<file path="src/rtl/fifo_rd_stream_adapter_if.sv">
// Read-side bundle: async FIFO read port, stream output and the transfer counter.
// The adapter drives through the master modport; the FIFO/sink side uses slave.
interface fifo_rd_stream_adapter_if #(
    parameter int FIFO_WIDTH = 32,
    parameter int CNT_WIDTH  = 16
);
    logic                  enable;
    logic                  empty;
    logic [FIFO_WIDTH-1:0] data_out;
    logic                  r_en;
    logic                  m_valid;
    logic [FIFO_WIDTH-1:0] m_data;
    logic                  m_ready;
    logic [CNT_WIDTH-1:0]  rd_count;

    modport master (
        input  enable,
        input  empty,
        input  data_out,
        input  m_ready,
        output r_en,
        output m_valid,
        output m_data,
        output rd_count
    );

    modport slave (
        output enable,
        output empty,
        output data_out,
        output m_ready,
        input  r_en,
        input  m_valid,
        input  m_data,
        input  rd_count
    );
endinterface

</file>
<file path="src/rtl/fifo_rd_stream_adapter.sv">
// Read-clock-domain consumer of the async FIFO: issues reads, captures the
// one-cycle-late read data into a 2-entry skid buffer and streams it out.
module fifo_rd_stream_adapter #(
    parameter int FIFO_WIDTH = 32,
    parameter int BUF_DEPTH  = 2,
    parameter int CNT_WIDTH  = 16
) (
    input  logic                      rclk,
    input  logic                      rrst_n,
    fifo_rd_stream_adapter_if.master  bus
);

    localparam logic [2:0] DEPTH3 = 3'(BUF_DEPTH);

    typedef enum logic [1:0] {
        IDLE,
        RUN,
        STALL,
        DRAIN
    } state_t;

    state_t                state;
    logic [1:0]            occ;
    logic                  inflight;
    logic [FIFO_WIDTH-1:0] head_q;
    logic [FIFO_WIDTH-1:0] tail_q;
    logic [CNT_WIDTH-1:0]  count_q;

    logic                  pop;
    logic                  push;
    logic [2:0]            pending;
    logic                  room;
    logic                  r_en_int;
    logic [1:0]            occ_nxt;

    // Words already buffered plus the one still coming back from the FIFO,
    // minus the one leaving this cycle, must leave a free slot for a new read.
    assign pop      = (occ != 2'd0) && bus.m_ready;
    assign push     = inflight;
    assign pending  = {1'b0, occ} + {2'b00, inflight} - {2'b00, pop};
    assign room     = pending < DEPTH3;
    assign r_en_int = rrst_n && bus.enable && !bus.empty && room
                      && ((state != STALL) || pop);

    assign bus.r_en     = r_en_int;
    assign bus.m_valid  = (occ != 2'd0);
    assign bus.m_data   = head_q;
    assign bus.rd_count = count_q;

    always_comb begin
        occ_nxt = occ;
        case ({push, pop})
            2'b10:   occ_nxt = (occ == 2'd2) ? occ : occ + 2'd1;
            2'b01:   occ_nxt = occ - 2'd1;
            default: occ_nxt = occ;
        endcase
    end

    always_ff @(posedge rclk or negedge rrst_n) begin
        if (!rrst_n) begin
            state    <= IDLE;
            occ      <= 2'd0;
            inflight <= 1'b0;
            head_q   <= '0;
            tail_q   <= '0;
            count_q  <= '0;
        end else begin
            inflight <= r_en_int;
            occ      <= occ_nxt;

            // head_q is always the oldest word; tail_q only holds the second one.
            case ({push, pop})
                2'b10: begin
                    if (occ == 2'd0) begin
                        head_q <= bus.data_out;
                    end else if (occ == 2'd1) begin
                        tail_q <= bus.data_out;
                    end
                end
                2'b01: begin
                    head_q <= tail_q;
                end
                2'b11: begin
                    if (occ == 2'd1) begin
                        head_q <= bus.data_out;
                    end else begin
                        head_q <= tail_q;
                        tail_q <= bus.data_out;
                    end
                end
                default: begin
                end
            endcase

            if (pop) begin
                count_q <= count_q + CNT_WIDTH'(1);
            end

            if (!bus.enable) begin
                state <= ((occ_nxt != 2'd0) || r_en_int) ? DRAIN : IDLE;
            end else begin
                state <= (occ_nxt == 2'd2) ? STALL : RUN;
            end
        end
    end

endmodule

</file>
<file path="src/flat_wrapper.sv">
// flat-port wrapper written by rule: the top's interface ports become plain ports
module fifo_rd_stream_adapter_flat 
#(
    parameter int FIFO_WIDTH = 32,
    parameter int BUF_DEPTH  = 2,
    parameter int CNT_WIDTH  = 16
)
  (rclk, rrst_n, bus_enable, bus_empty, bus_data_out, bus_m_ready, bus_r_en, bus_m_valid, bus_m_data, bus_rd_count);
  fifo_rd_stream_adapter_if #(.FIFO_WIDTH(FIFO_WIDTH), .CNT_WIDTH(CNT_WIDTH)) bus_i ();
  input  logic rclk;
  input  logic rrst_n;
  input wire logic [$bits(bus_i.enable)-1:0] bus_enable;
  input wire logic [$bits(bus_i.empty)-1:0] bus_empty;
  input wire logic [$bits(bus_i.data_out)-1:0] bus_data_out;
  input wire logic [$bits(bus_i.m_ready)-1:0] bus_m_ready;
  output wire logic [$bits(bus_i.r_en)-1:0] bus_r_en;
  output wire logic [$bits(bus_i.m_valid)-1:0] bus_m_valid;
  output wire logic [$bits(bus_i.m_data)-1:0] bus_m_data;
  output wire logic [$bits(bus_i.rd_count)-1:0] bus_rd_count;
  assign bus_i.enable = bus_enable;
  assign bus_i.empty = bus_empty;
  assign bus_i.data_out = bus_data_out;
  assign bus_i.m_ready = bus_m_ready;
  assign bus_r_en = bus_i.r_en;
  assign bus_m_valid = bus_i.m_valid;
  assign bus_m_data = bus_i.m_data;
  assign bus_rd_count = bus_i.rd_count;
  fifo_rd_stream_adapter #(.FIFO_WIDTH(FIFO_WIDTH), .BUF_DEPTH(BUF_DEPTH), .CNT_WIDTH(CNT_WIDTH)) u_core (.rclk(rclk), .rrst_n(rrst_n), .bus(bus_i));
endmodule
</file>
<file path="config.mk">
export PLATFORM = sky130hd
export DESIGN_NAME = fifo_rd_stream_adapter_flat
export DESIGN_NICKNAME = d
export VERILOG_FILES = /design/src/rtl/fifo_rd_stream_adapter_if.sv /design/src/rtl/fifo_rd_stream_adapter.sv /design/src/flat_wrapper.sv
export SDC_FILE = /design/constraint.sdc
export NUM_CORES = 1
export LEC_CHECK = 0
export ABC_AREA = 1
export BUFFER_PORTS_ARGS = -buffer_cell sky130_fd_sc_hd__buf_2
export CORE_ASPECT_RATIO = 0.9
export CORE_MARGIN = 10
export CORE_UTILIZATION = 60
export DETAILED_ROUTE_END_ITERATION = 10
export PLACE_DENSITY = 0.85
export SLEW_MARGIN = 20
export SYNTH_ARGS = -nofsm -noshare
export SYNTH_HDL_FRONTEND = slang
export SYNTH_SLANG_ARGS = --single-unit
</file>
<file path="constraint.sdc">
create_clock -name rclk -period 8.45 [get_ports rclk]
set_input_delay 1.69 -clock rclk [delete_from_list [all_inputs] [get_ports rclk]]
set_output_delay 1.69 -clock rclk [all_outputs]
set_load 0.02 [all_outputs]
</file>
==> results of run 1 <==
[state kept, by name (all words and copies together) (netlist names)]
register and flops:
u_core.inflight 1, u_core.occ 2, u_core.bus.rd_count 16, u_core.state 2, u_core.bus.m_data 32, u_core.tail_q 32
[cell usage after synthesis]
cell       number  share of area (%)
dfrtp_1        85                 46
o2111ai_1      20                3.8
o22ai_1         3               0.41
buf_2          18                2.0
nand2_2         1               0.14
nor3_1          3               0.33
nand4_1         1               0.14
inv_2           3               0.24
o211ai_1       20                3.3
o21ai_1         2               0.22
o21ai_0        37                4.0
nand4_2         1               0.27
buf_6           5                1.2
ha_1            4                1.1
nand2_1       176                 14
a31oi_1        20                2.7
a21oi_1        21                2.3
nor2_2          3               0.41
fa_1            1               0.43
clkbuf_1       10               0.81
nor2_4          1               0.24
nand3_1         9               0.98
o21a_1         11                1.8
nor2_1         56                4.6
a211oi_4        1               0.43
xor2_1          8                1.5
inv_1          68                5.5
buf_4           1               0.16
xnor2_1         4               0.76
[how the worst min path moves through the flow]
stage                       startpoint                      end  cells past startpoint
6_report        u_core.bus.rd_count[7]   u_core.bus.rd_count[7]                      1
5_1_grt         u_core.bus.rd_count[7]   u_core.bus.rd_count[7]                      1
4_1_cts         u_core.bus.rd_count[7]   u_core.bus.rd_count[7]                      1
3_5_place_dp    u_core.bus.rd_count[7]   u_core.bus.rd_count[7]                      1
3_3_place_gp   u_core.bus.rd_count[14]  u_core.bus.rd_count[14]                      2
2_1_floorplan         u_core.tail_q[0]     u_core.bus.m_data[0]                      2
[cell type report]
class | instances | area, µm² | area share [%]
multi-input cells | 403 | 2050 | 39.1
clock buffers | 9 | 124 | 2.36
clock inverters | 7 | 97.6 | 1.86
flip-flops and latches | 85 | 2130 | 40.5
well taps | 96 | 120 | 2.29
repair buffers | 90 | 463 | 8.82
inverters | 71 | 267 | 5.08
[logic make-up after synthesis]
kind of cell | after synthesis | synth area share (%)
fa+ha+maj | 5 | 1.52
buf+inv | 105 | 9.92
compound gates | 135 | 18.9
flops | 85 | 46.1
simple gates | 251 | 21.3
xor+xnor | 12 | 2.28
[power by group]
part / switching, mW / internal (mW) / total [mW]
combinational: 0.534 / 0.285 / 0.819
sequential: 0.107 / 0.570 / 0.677
clock: 0.152 / 0.168 / 0.320
[per-layer routing]
metal,share of wire (%),routed length [µm]
met5,0,0
met4,0.76,86
met3,6.4,729
met2,50,5630
met1,43,4870
==> reports/qor.yml, run 1 <==
outcome:
  status: "completed"
timing:
  fin_ws_ps: 3160
  report.final.setup_viol: 0
  rsz0062_at_grt: "false"
  slew_headroom_pct: 28.5
  finalCriticalPeriod_ps: 5290
  final.setup.tns_ps: 0
  timing.hold.ws_ps: 486
  fin_worst_skew_ps: 10.8
  timing.final.max_slew_violations: 0
  fin_crit_sh_pct: 62.6
  tightest_slew_ps: 1070
  final_hold_viol_count: 0
  fmax_mhz: 189
synthesis:
  syn_inst: 593
  ys_ff_latch: 85
  synth.distinct_cells: 29
  synth_fp_nets: 635
  syn_area_um2: 4620
  ys_warn_count: 0
  avgSynthCellArea_um2: 7.79
  yosysSeqAreaShare_pct: 46.1
clocking:
  cts.clk_slew.worst_paths_ps: 80
  clkLatencyLatePin_ps: 360
  cts_sinks: 85
  max-clock-path-buffers: 2
  htree_num_levels: 3
  cts_tree: "done"
  cts_root_buf: "clkbuf_8"
  cts_buffers: 9
  post_cts_resize_count: 0
  ctsHoldBuffers: 0
  postCtsSetupBuffers: 0
global_route:
  grt_usage_pct: 19.7
  grt_pass1_wl_um: 19100
  grt_use_met2_pct: 34.7
  grt_pass1_vias: 4208
  grt_use_met3_pct: 5.54
  gr-usage-met1_pct: 23.6
  grt_max_degree: 66
  grt_overflow: 0
  antenna_found_initial: 0
  grt.busiest_layer: "met2"
critical_path:
  critPathMaxFanout: 22
  worstSetupStartpointType: "input pin"
  cpMostUsedCell: "nor2_1"
  crit_arrival_ps: 3600
  slowest_stage: "fa_1"
  crit_start: "bus_m_ready"
  max_stage_delay_ps: 510
  path_class: "input pin to output pin"
  r2r_start: "u_core.occ[1]"
  cp-end-kind: "output pin"
  cp_top_family: "simple AND/OR/NAND/NOR gates"
  crit_buf_inv: 2
  timing.rr.end: "u_core.tail_q[29]"
  endpoint: "bus_r_en"
  r2r_slack_ps: 5200
  crit_cells: 10
  reg2reg_depth: 9
  cp_cell_sequence: "buf_2 -> nand2_2 -> nor2_1 -> o21ai_0 -> fa_1 -> nand2_1 -> nor2_1 -> nand2_1 -> nor2_1 -> buf_2"
  cp.required_ps: 6760
placed_design:
  place_ws_ps: 3150
  globalplace.congestion: 0.824
  placed_area_um2: 5030
  dp_hpwl_um: 7570
  portBuffers: 86
  dp.cells: 745
drt:
  routedWlPerCell_um: 14.9
  num_vias: 4235
  viasPerCell: 5.57
  wl_um: 11300
  drc: 0
  dr.pass1.iters: 5
  drt_iter0_drc: 252
  postRouteAntennaNets: 0
finish:
  final_area_um2: 5250
  syn_to_final_growth_pct: 13.7
  fillCellCount: 609
  stdcell_count: 761
  most-common-layout-cells: "175 x nand2_1, 85 x buf_2, 85 x dfrtp_1, 67 x inv_1, 55 x nor2_1"
  layout_commonest_cell: "nand2_1"
  fin_nets: 702
  fin_util_pct: 69.9
  drive_gt1_share_pct: 18.0
  diodes: 0
flow_run:
  max_cap_violations: 0
floorplanning:
  dieArea_um2: 11600
  die_x_um: 112
  top_level_ports: 87
  rows: 30
  die_h_um: 103
  core_area_um2: 7510
  initial_core_util_pct: 61.5
power_and_ir_drop:
  power.total_mw: 1.82
  p_leak_nw: 2.66
  power_density_nw_per_um2: 346
  ir_drop_mv: 0.269
hold_path:
  hp-class: "flop to flop"
Power figures use the tool's default switching activity.
==> run 2, diff against run 1 <==
Settings changed: CORE_UTILIZATION 60 to 56, PLACE_DENSITY 0.85 to 0.8.
Clock period 8.45 ns to 4.9 ns, I/O delays scaled along.
==> reports/qor.yml, run 2 (synthesized netlist as in run 1, its figures left out) <==
timing:
  slew_headroom_pct: 50.7  # +22 points
  timing.final.max_slew_violations: 0  # unchanged
  fmax_mhz: 252
  fin_worst_skew_ps: 11.0  # +0.162 ps
  rsz0062_at_grt: "false"
  fin_crit_sh_pct: 80.9
  finalCriticalPeriod_ps: 3970
  final.setup.tns_ps: 0  # unchanged
  tightest_slew_ps: 739  # -330 ps
  report.final.setup_viol: 0  # unchanged
  final_hold_viol_count: 0  # unchanged
global_route:
  grt_usage_pct: 18.9  # -0.75 points
  grt_pass1_vias: 4246  # +0.90%
  grt_overflow: 0  # unchanged
  antenna_found_initial: 0  # unchanged
  grt_pass1_wl_um: 19300  # +1.1%
  grt_max_degree: 66  # unchanged
drt:
  dr.pass1.iters: 5  # unchanged
  viasPerCell: 5.58  # +0.25%
  postRouteAntennaNets: 0  # unchanged
  routedWlPerCell_um: 15.1  # +1.8%
  wl_um: 11600  # +2.4%
  drt_iter0_drc: 342  # +36%
  drc: 0  # unchanged
  num_vias: 4268  # +0.78%
clocking:
  postCtsSetupBuffers: 0  # unchanged
  max-clock-path-buffers: 2  # unchanged
  cts_root_buf: "clkbuf_8"
  cts.clk_slew.worst_paths_ps: 80  # about the same
  clkLatencyLatePin_ps: 350  # about the same
  htree_num_levels: 3  # unchanged
  cts_sinks: 85  # unchanged
  cts_tree: "done"
  cts_buffers: 9  # unchanged
  ctsHoldBuffers: 0  # unchanged
  post_cts_resize_count: 0  # unchanged
power_and_ir_drop:
  clockPowerShare_pct: 17.4  # -0.2 points
  p_sw_mw: 1.34  # +69%
  power.total_mw: 3.11  # +71%
  p_leak_nw: 2.67  # +0.27%
  comb_power_share_pct: 45.1  # about the same
  power_density_nw_per_um2: 592  # +71%
  power_frac_seq_pct: 37.5  # +0.2 points
  power.internal_mw: 1.77  # +73%
  p_sw_share_pct: 43.2  # -0.47 points
  ir_drop_mv: 0.367  # +37%
finish:
  layout_commonest_cell: "nand2_1"
  most-common-layout-cells: "175 x nand2_1, 85 x buf_2, 85 x dfrtp_1, 67 x inv_1, 55 x nor2_1"
  diodes: 0  # unchanged
  fin_nets: 704  # +0.28%
  fillCellCount: 681  # +12%
  syn_to_final_growth_pct: 13.7  # about the same
  drive_gt1_share_pct: 18.0  # -0.027 points
floorplanning:
  die_x_um: 116  # +2.9%
  die_h_um: 106  # +2.8%
  initial_core_util_pct: 57.5  # -4.0 points
  rows: 31  # +3.3%
  top_level_ports: 87  # unchanged
  core_area_um2: 8030  # +6.9%
  dieArea_um2: 12300  # +5.8%
hold_path:
  min_from: "u_core.bus.rd_count[7]"
  hp-class: "flop to flop"
critical_path:
  path_class: "flop to output pin"
  cp.required_ps: 3920  # -2840 ps
  critPathMaxFanout: 22  # unchanged
  max_stage_delay_ps: 510  # about the same
  cpMostUsedCell: "nor2_1"
  crit_start: "u_core.occ[1]"
  cp-end-kind: "output pin"
  crit_arrival_ps: 2990  # -610 ps
  worstSetupStartpointType: "flop"
  slowest_stage: "fa_1"
  cp_cell_sequence: "inv_1 -> ha_1 -> inv_2 -> nand2_2 -> inv_2 -> nor2_1 -> o21ai_0 -> fa_1 -> nand2_1 -> nor2_1 -> nand2_1 -> nor2_1 -> buf_2"
  r2r_start: "u_core.occ[1]"
flow_run:
  max_cap_violations: 0  # unchanged
placed_design:
  dp_hpwl_um: 7760  # +2.6%
  globalplace.congestion: 0.841  # +2.0%
  portBuffers: 86  # unchanged
outcome:
  status: "completed"
[run 2: final cells by class]
class	instances	area [µm²]	area share [%]
Clock buffer	11	141	2.69
Sequential cell	85	2130	40.5
Timing Repair Buffer	92	478	9.10
Multi-Input combinational cell	403	2040	38.9
Clock inverter	4	72.6	1.38
Inverter	71	267	5.08
Tap cell	99	124	2.36
[run 2: worst max-delay path: cells and delay by family, from the launching register on]
family	cells	cell delay [ps]
flip-flops	1	420
buffers and inverters	4	520
AO/OA/AOI/OAI	1	110
adder cells (fa/ha/maj)	2	790
AND/OR/NAND/NOR	6	790
[run 2: layer usage]
metal  vias to the layer above  global-route usage (%)  wire length, µm
li1                       2062                       -                -
met1                      2041                    22.2             4820
met2                       151                    32.8             5750
met3                        14                    6.01              906
met4                         0                    4.73              113
met5                         -                       0                0
[run 2: per-stage QoR]
step / hold WS [ps] / instances / area, µm² / setup slack, ps / util [%]
global route: 512 / 765 / 5250 / 628 / 65.4
detailed placement: 480 / 750 / 5040 / 1060 / 62.7
floorplan: 477 / 593 / 4620 / 1310 / -
global placement: 474 / 750 / 5040 / 1130 / 62.7
finish: 491 / 765 / 5250 / 934 / 65.4
CTS: 495 / 765 / 5250 / 930 / 65.4
[run 2: path summary, 6_finish.rpt]
kind	depth (start not counted)	slack, ps	endpoint
setup / recovery	13	930	bus_r_en
hold / removal	1	490	u_core.bus.rd_count[7]
setup reg to reg	10	2150	u_core.bus.m_data[0]
max in group asynchronous	2	3300	u_core.bus.rd_count[1]
min in group asynchronous	1	600	u_core.bus.m_data[24]
hold reg to reg	1	490	u_core.bus.rd_count[7]
[run 2: power groups by stage]
stage | clock (mW) | combinational (mW) | sequential, mW
finish | 0.540 | 1.40 | 1.17
global placement | 0 | 1.36 | 1.16
floorplan | 0 | 0.826 | 1.35
CTS | 0.552 | 1.42 | 1.16
global route | 0.578 | 1.60 | 1.20
detailed placement | 0 | 1.41 | 1.18
